<file path="src/rtl/mult_pkg.sv">
// Shared types and helpers for the sequential shift-and-add multiplier.
package mult_pkg;

    typedef enum logic [1:0] {
        StIdle,
        StRun,
        StDone
    } state_e;

    localparam int unsigned MULT_DEFAULT_N = 8;
    localparam int unsigned ABS_W          = 64;

    // Magnitude of an n-bit operand held in the low bits of x; caller truncates to n bits.
    function automatic logic [ABS_W-1:0] abs_n(input logic [ABS_W-1:0] x,
                                               input int unsigned     n,
                                               input logic            sgn);
        if (sgn && x[n-1]) begin
            return ~x + ABS_W'(1);
        end
        return x;
    endfunction

endpackage

</file>
<file path="src/rtl/cla_adder_n.sv">
// W-bit carry-lookahead adder, purely combinational; carries resolved in 4-bit lookahead groups.
module cla_adder_n #(
    parameter int unsigned W = 9
) (
    input  logic [W-1:0] a_i,
    input  logic [W-1:0] b_i,
    input  logic         cin_i,
    output logic [W-1:0] sum_o
);

    localparam int GRP = 4;

    logic [W-1:0] g;
    logic [W-1:0] p;
    logic         grp_cin;
    logic         bit_cin;
    logic         gen;
    logic         prop;

    always_comb begin
        g       = a_i & b_i;
        p       = a_i ^ b_i;
        sum_o   = '0;
        grp_cin = cin_i;
        bit_cin = cin_i;
        gen     = 1'b0;
        prop    = 1'b1;
        for (int i = 0; i < int'(W); i++) begin
            if (i % GRP == 0) begin
                bit_cin = grp_cin;
            end
            sum_o[i] = p[i] ^ bit_cin;
            // Carry out of bit i, looked ahead from the group's carry-in.
            gen  = 1'b0;
            prop = 1'b1;
            for (int j = i; j >= i - (i % GRP); j--) begin
                gen  = gen | (prop & g[j]);
                prop = prop & p[j];
            end
            bit_cin = gen | (prop & grp_cin);
            if (i % GRP == GRP - 1) begin
                grp_cin = bit_cin;
            end
        end
    end

endmodule

</file>
<file path="src/rtl/seq_shift_add_mult.sv">
// Clocked N x N -> 2N radix-2 shift-and-add multiplier with start/done handshake.
// Signed operands are multiplied as magnitudes and the sign is restored on completion.
module seq_shift_add_mult
    import mult_pkg::*;
#(
    parameter int unsigned  N         = MULT_DEFAULT_N,
    parameter bit           SIGNED_EN = 1'b1,
    localparam int unsigned CNT_W     = $clog2(N + 1)
) (
    input  logic           clk,
    input  logic           rst,
    input  logic           start,
    input  logic           signed_mode,
    input  logic [N-1:0]   a,
    input  logic [N-1:0]   b,
    output logic           busy,
    output logic           done,
    output logic [2*N-1:0] product
);

    state_e           state_q,   state_d;
    logic [CNT_W-1:0] cnt_q,     cnt_d;
    logic [N-1:0]     mcand_q,   mcand_d;
    logic [2*N:0]     acc_q,     acc_d;
    logic             neg_q,     neg_d;
    logic             busy_q,    busy_d;
    logic             done_q,    done_d;
    logic [2*N-1:0]   product_q, product_d;

    logic             sgn;
    logic [N:0]       addend;
    logic [N:0]       hi_sum;

    // acc holds {hi (N+1 bits), lo (N bits)}; lo starts as the multiplier and shifts out LSB-first.
    assign addend = acc_q[0] ? {1'b0, mcand_q} : '0;

    cla_adder_n #(
        .W(N + 1)
    ) u_hi_adder (
        .a_i  (acc_q[2*N:N]),
        .b_i  (addend),
        .cin_i(1'b0),
        .sum_o(hi_sum)
    );

    always_comb begin
        sgn       = signed_mode & SIGNED_EN;
        state_d   = state_q;
        cnt_d     = cnt_q;
        mcand_d   = mcand_q;
        acc_d     = acc_q;
        neg_d     = neg_q;
        busy_d    = busy_q;
        done_d    = 1'b0;
        product_d = product_q;

        unique case (state_q)
            StIdle, StDone: begin
                if (start) begin
                    state_d = StRun;
                    busy_d  = 1'b1;
                    cnt_d   = '0;
                    mcand_d = N'(abs_n(ABS_W'(a), N, sgn));
                    acc_d   = {{(N + 1){1'b0}}, N'(abs_n(ABS_W'(b), N, sgn))};
                    neg_d   = sgn & (a[N-1] ^ b[N-1]);
                end else begin
                    state_d = StIdle;
                    busy_d  = 1'b0;
                end
            end
            StRun: begin
                acc_d = {hi_sum, acc_q[N-1:0]} >> 1;
                cnt_d = cnt_q + CNT_W'(1);
                if (cnt_q == CNT_W'(N - 1)) begin
                    state_d   = StDone;
                    busy_d    = 1'b0;
                    done_d    = 1'b1;
                    product_d = neg_q ? -acc_d[2*N-1:0] : acc_d[2*N-1:0];
                end
            end
            default: begin
                state_d = StIdle;
                busy_d  = 1'b0;
            end
        endcase
    end

    always_ff @(posedge clk or posedge rst) begin
        if (rst) begin
            state_q   <= StIdle;
            cnt_q     <= '0;
            mcand_q   <= '0;
            acc_q     <= '0;
            neg_q     <= 1'b0;
            busy_q    <= 1'b0;
            done_q    <= 1'b0;
            product_q <= '0;
        end else begin
            state_q   <= state_d;
            cnt_q     <= cnt_d;
            mcand_q   <= mcand_d;
            acc_q     <= acc_d;
            neg_q     <= neg_d;
            busy_q    <= busy_d;
            done_q    <= done_d;
            product_q <= product_d;
        end
    end

    assign busy    = busy_q;
    assign done    = done_q;
    assign product = product_q;

endmodule

</file>
<file path="config.mk">
export PLATFORM = sky130hd
export DESIGN_NAME = seq_shift_add_mult
export DESIGN_NICKNAME = d
export VERILOG_FILES = /design/src/rtl/mult_pkg.sv /design/src/rtl/cla_adder_n.sv /design/src/rtl/seq_shift_add_mult.sv
export SDC_FILE = /design/constraint.sdc
export NUM_CORES = 1
export LEC_CHECK = 0
export CAP_MARGIN = 10
export CORE_AREA = 4 4 80 82
export DETAILED_ROUTE_END_ITERATION = 10
export DIE_AREA = 0 0 84 86
export GPL_TIMING_DRIVEN = 0
export MAX_ROUTING_LAYER = met4
export PLACE_DENSITY_LB_ADDON = 0.12
export REMOVE_ABC_BUFFERS = 1
export SLEW_MARGIN = 5
export SYNTH_ARGS = -nofsm -noshare
export SYNTH_HDL_FRONTEND = slang
export SYNTH_SLANG_ARGS = --single-unit
</file>
<file path="constraint.sdc">
create_clock -name clk -period 4.4 [get_ports clk]
set_clock_uncertainty 0.1 [all_clocks]
set_input_delay 1.1 -clock clk [delete_from_list [all_inputs] [get_ports clk]]
set_output_delay 1.1 -clock clk [all_outputs]
set_load 0.05 [all_outputs]
</file>
### Word level (Yosys, flattened, before mapping)

Cells that the tools add are included.
Widths: inputs -> output; s select.

* bits of input ports: 20
* output and inout port bits: 18
* logic and storage cells: 104
* flip-flop bits (word level): 50

* equal/unequal tests: 5
* bitwise operators: 55
* add/sub/neg operators: 4
* mux-type cells: 24
* reduce and logical (&&, ||, !) cells: 8

Operator list (number)
* $mux 8: 5
* $pmux 17 s2: 1
* $and 1x1->1: 26
* $mux 17: 1
* $add 8x1->8 const B: 2
* $mux 16: 1
* $neg 16->16: 1
* $not 8->8: 2
* $or 1x1->1: 16
* $mux 1: 11
* $xor 1x1->1: 9
* $xor 9x8->9: 1
* $and 8x8->8: 1
* $pmux 4 s2: 1
* $reduce_and 2->1: 3
* $add 4x1->4 const B: 1
* $eq 4x3->1 const B: 1
* $mux 4: 1
* $ne 2x2->1 const B: 2
* $pmux 2 s2: 1
* $eq 2x1->1 const B: 1
* $eq 2x2->1 const B: 1
* $logic_and 1x1->1: 2
* $logic_not 2->1: 1
* 4 further kinds: 4

### Depth between registers and ports, before layout

* depth in word-level cells: 11
* depth in mapped cells: 13

### Cells and area by module

Synthesis repeated with hierarchy kept, for this count alone.

* cells, all modules: 299
* area, all modules: 2840.2 µm²

By module, submodules not included
* seq_shift_add_mult: cells an instance 253, seq. area each 1226.2 µm², area an instance 2454.9 µm², times used 1
* cla_adder_n: cells an instance 46, seq. area each 0.0 µm², area an instance 385.4 µm², times used 1

### Worst setup path after synthesis

Ideal clock, no wire load.

* path type: flip-flop to flip-flop
* from: register acc_q[0]
* to: register product_q[15], in the netlist product[15]
* setup slack: 1.224 ns
* stages on the path, launching flop included: 12
* arrival: 2.952 ns
* clock period less this slack: 3.176 ns
* required time: 4.176 ns
* path buffers: 0
* path through: dfrtp_1 and2_1 ha_1 a41oi_1 nand2_1 fa_1 or2_2 nor3_1 and4bb_1 mux2_2 o2bb2ai_1 a21oi_1

* cells in the longest elaborated chain, start to end: 11

RTL lines
* start, declared: RTL line seq_shift_add_mult.sv:24 `logic [2*N:0] acc_q, acc_d;`
* start signal, assigned: RTL line seq_shift_add_mult.sv:93 `acc_q <= '0;`
* start signal, assigned: RTL line seq_shift_add_mult.sv:102 `acc_q <= acc_d;`
* $mux 8 *: RTL line seq_shift_add_mult.sv:35 `assign addend = acc_q[0] ? {1'b0, mcand_q} : '0;`
* $xor 9x8->9 or $and 8x8->8 (tied branches): RTL line cla_adder_n.sv:22, cla_adder_n.sv:21
* $and 1x1->1 (on tied branches): RTL line cla_adder_n.sv:37, cla_adder_n.sv:38
* $or 1x1->1 (tied with other cells): RTL line cla_adder_n.sv:37 `gen = gen | (prop & g[j]);`
* $or 1x1->1 or $and 1x1->1 (tied branches): RTL line cla_adder_n.sv:37
* $or 1x1->1: RTL line cla_adder_n.sv:37
* $and 1x1->1: RTL line cla_adder_n.sv:40 `bit_cin = gen | (prop & grp_cin);`
* $or 1x1->1: RTL line cla_adder_n.sv:40
* $xor 1x1->1: RTL line cla_adder_n.sv:32 `sum_o[i] = p[i] ^ bit_cin;`
* $neg 16->16: RTL line seq_shift_add_mult.sv:78 `product_d = neg_q ? -acc_d[2*N-1:0] : acc_d[2*N-1:0];`
* $mux 16 *: RTL line seq_shift_add_mult.sv:78
* end signal, assigned: RTL line seq_shift_add_mult.sv:106 `product_q <= product_d;`
* end, declared: RTL line seq_shift_add_mult.sv:28 `logic [2*N-1:0] product_q, product_d;`

Mark *: on every way between the ends. The rest lies on a longest branch, timed or not.
A chain may end at the register's enable or synchronous reset.

### Worst setup path in the final report

Same ends and word-level chain as after synthesis.

==> results.md <==
- Setup bufs post-CTS: 0
- Total CTS buffers: 5
- Total number of clock tree sinks: 48
- Antenna violations before repair: 0
- Remaining global-route overflow: 0
- Post-synthesis cell type count: 45
- Post-layout instance count excluding filler cells: 399
- FMAX: 0.286 GHz
- Floorplan die area: between 7000 and 8000 um2
- Most numerous cell in the Yosys netlist: dfrtp_1
- Area share of the largest cell type after synthesis: 0.438
- Port Buf Inserts: 37
- Post-synth top flop: dfrtp_1
- Standard cell core area: 5750 um2
- Average wire length per cell after detail routing: 13.3 um
- Sort of element at the start of the critical path: flop
- Total of max-cap violations: 0
- Floorplan row count: 28
- Buffers from clock root to sink, at most: 2
- Data required time of the worst path: 4.49 ns
- Total count of hold-check failures in the final report: 0
- Root buf cell: clkbuf_8
- RSZ-0062 raised after global routing: false
- CP Data Arrival Time: around 3.6 ns
- Crit Path Class: reg -> reg
- Period utilisation layout: 0.793
- Via count of the first global-routing pass: 2039
- Outcome: complete, no violations
- Vias after detailed routing: 2077
- Mean Syn Cell Area: roughly 9.6 um2
- Largest cells by area after synthesis: dfrtp_1, ha_1, xor2_1, o21ai_0, xnor2_1
- CTS Hold Bufs: 0
- Synth warn: 0
- Fraction of layout instances using a drive strength above 1: 0.0772
- Mapped Area: 2750 um2
- Count of unresolved DRC violations after routing: 0
- Worst ir drop on vdd: 424 uV
- Depth of the CTS H-tree: 2
- Crit path max fanout: 9
- Die Height: approximately 86 um
- Commonest cells in the synthesized netlist: dfrtp_1, nand2_1, o21ai_0, nor2_1, a21oi_1
- Wire length of the first global-routing pass: 9250 um
- Leak pwr: 1.47 nW
- Post-route worst hold slack: 0.374 ns
- Largest area contributor in the synthesized netlist: dfrtp_1
- Clock transition at the registers of the reported paths: 0.09 ns
- Post-Syn Instances: 285
- Number of placed I/O pins: 38
- Die Span X: 84 um
- Residual antenna-violating net count after detailed routing: 0
- Power per Cell Area: around 780 nW/um2
- Register area share after synthesis: 0.438
- Setup TNS Final: 0 ns
- Largest net degree at the start of global routing: 30
- Slew at the pin closest to its max-slew limit: 0.880 ns
- Overall fraction of global-route tracks in use: 0.162
- Via density per instance: 5.21
- First drt pass iteration count: 4
- Clock latency reported for the late side of the worst-skew pair: 0.30 ns
- TritonCTS clock tree: yes
- Diodes inserted: 0
- Class of the tightest hold or removal check: reg -> reg
- Relative slew slack: 0.410
- Cell total after placement: 389
- Area overhead of the layout relative to synthesis: 21.3%
- Initial core utilization: 0.478
- Number of synthesized flops with an enable pin: 0
- Violation count after the first detailed-route iteration: 97
- Detailed-route wire length: 5300 um
- FF+latch count, synth: between 40 and 50
- Max-slew violations: 0
- CP Capture Type: flop
- Post-CTS Resized: 0
- Number of setup violations in the final report: 0
- Placed wire-length estimate after detailed placement: just over 4000 um
- RD Place Congestion: roughly 0.83
- Post-layout minimum cycle time: 3.49 ns
- Number of nets in the final layout: 357
- Asr flop ratio synth: 1.00
[cell type report]
class | count | area, um2
Tap cell | 75 | 93.8
Fill cell | 537 | 2410
Timing Repair Buffer | 41 | 420
Multi-Input combinational cell | 217 | 1470
Clock buffer | 6 | 72.6
Inverter | 10 | 37.5
Sequential cell | 48 | 1200
Clock inverter | 2 | 35.0
[metrics by stage]
stage	power [mW]	util	setup WS, ns	area, um2
final	2.60	0.580	0.909	3330
after global routing	2.80	0.580	0.652	3330
after CTS	2.60	0.576	0.876	3310
after detailed placement	2.28	0.557	0.937	3200
after global placement	2.26	0.551	0.728	3170
after floorplan	1.89	-	1.15	2700
[metal layers]
metal | vias up | share of wire | global-route usage
met2 | 31 | 0.49 | 0.270
met5 | - | 0 | -
met3 | 4 | 0.036 | 0.0317
li1 | 1087 | - | -
met1 | 955 | 0.47 | 0.204
met4 | 0 | 0.0076 | 0.0409
[worst paths after layout]
check	slack (ns)	from	to	cells after the start
worst max-delay path	0.91	acc_q[0]	product[15]	12
worst min-delay path	0.37	mcand_q[2]	mcand_q[2]	2
worst max register to register	0.91	acc_q[0]	product[15]	12
worst min register to register	0.37	mcand_q[2]	mcand_q[2]	2
max in group asynchronous	2.69	rst	mcand_q[5]	3
min in group asynchronous	1.02	rst	product[4]	2
[registers in the layout, indices dropped and copies added, names as in the netlist]
register	cells
state_q	1
mcand_q	8
neg_q	1
product	16
busy	1
done	1
cnt_q	4
acc_q	16
[where the power goes]
group          total (mW)  internal [mW]  switching, mW
Clock               0.314          0.169          0.146
Combinational        1.46          0.605          0.856
Sequential          0.823          0.649          0.174
[cells by family (layout without fill, tap and decap cells)]
kind of cell	Yosys count	count (layout)	synth area share
AND/OR/NAND/NOR	91	91	0.159
AO/OA/AOI/OAI	76	76	0.181
flip-flops	48	48	0.438
XOR/XNOR	29	29	0.0953
buffers and inverters	20	59	0.0287
adder cells (fa/ha/maj)	14	14	0.0693
multiplexers	7	7	0.0287
[worst max-delay path: stages, from the launching register on]
cell       delay, ns
dfrtp_1         0.45
and2_1          0.19
ha_1            0.35
a41oi_1         0.33
nand2_1         0.11
fa_1            0.38
xor2_1          0.22
or2_2           0.32
nor3_1          0.17
and4bb_1        0.23
mux2_2          0.33
o2bb2ai_1       0.14
a21oi_1         0.08
[placed cells by master (no fill, tap or decap), types with 3 or more instances in the layout]
cell type,n
dfrtp_1,48
clkdlybuf4s50_1,37
nand2_1,27
o21ai_0,26
nor2_1,25
a21oi_1,17
xor2_1,15
xnor2_1,13
ha_1,12
inv_1,9
nand3_1,8
and2_1,8
nor3_1,6
a22oi_1,6
a22o_1,6
clkbuf_8,5
a31oi_1,4
nor2b_1,3
or3_1,3
mux2i_1,3
mux2_2,3
o31ai_1,3
No activity file was read; power rests on OpenSTA's default activity.
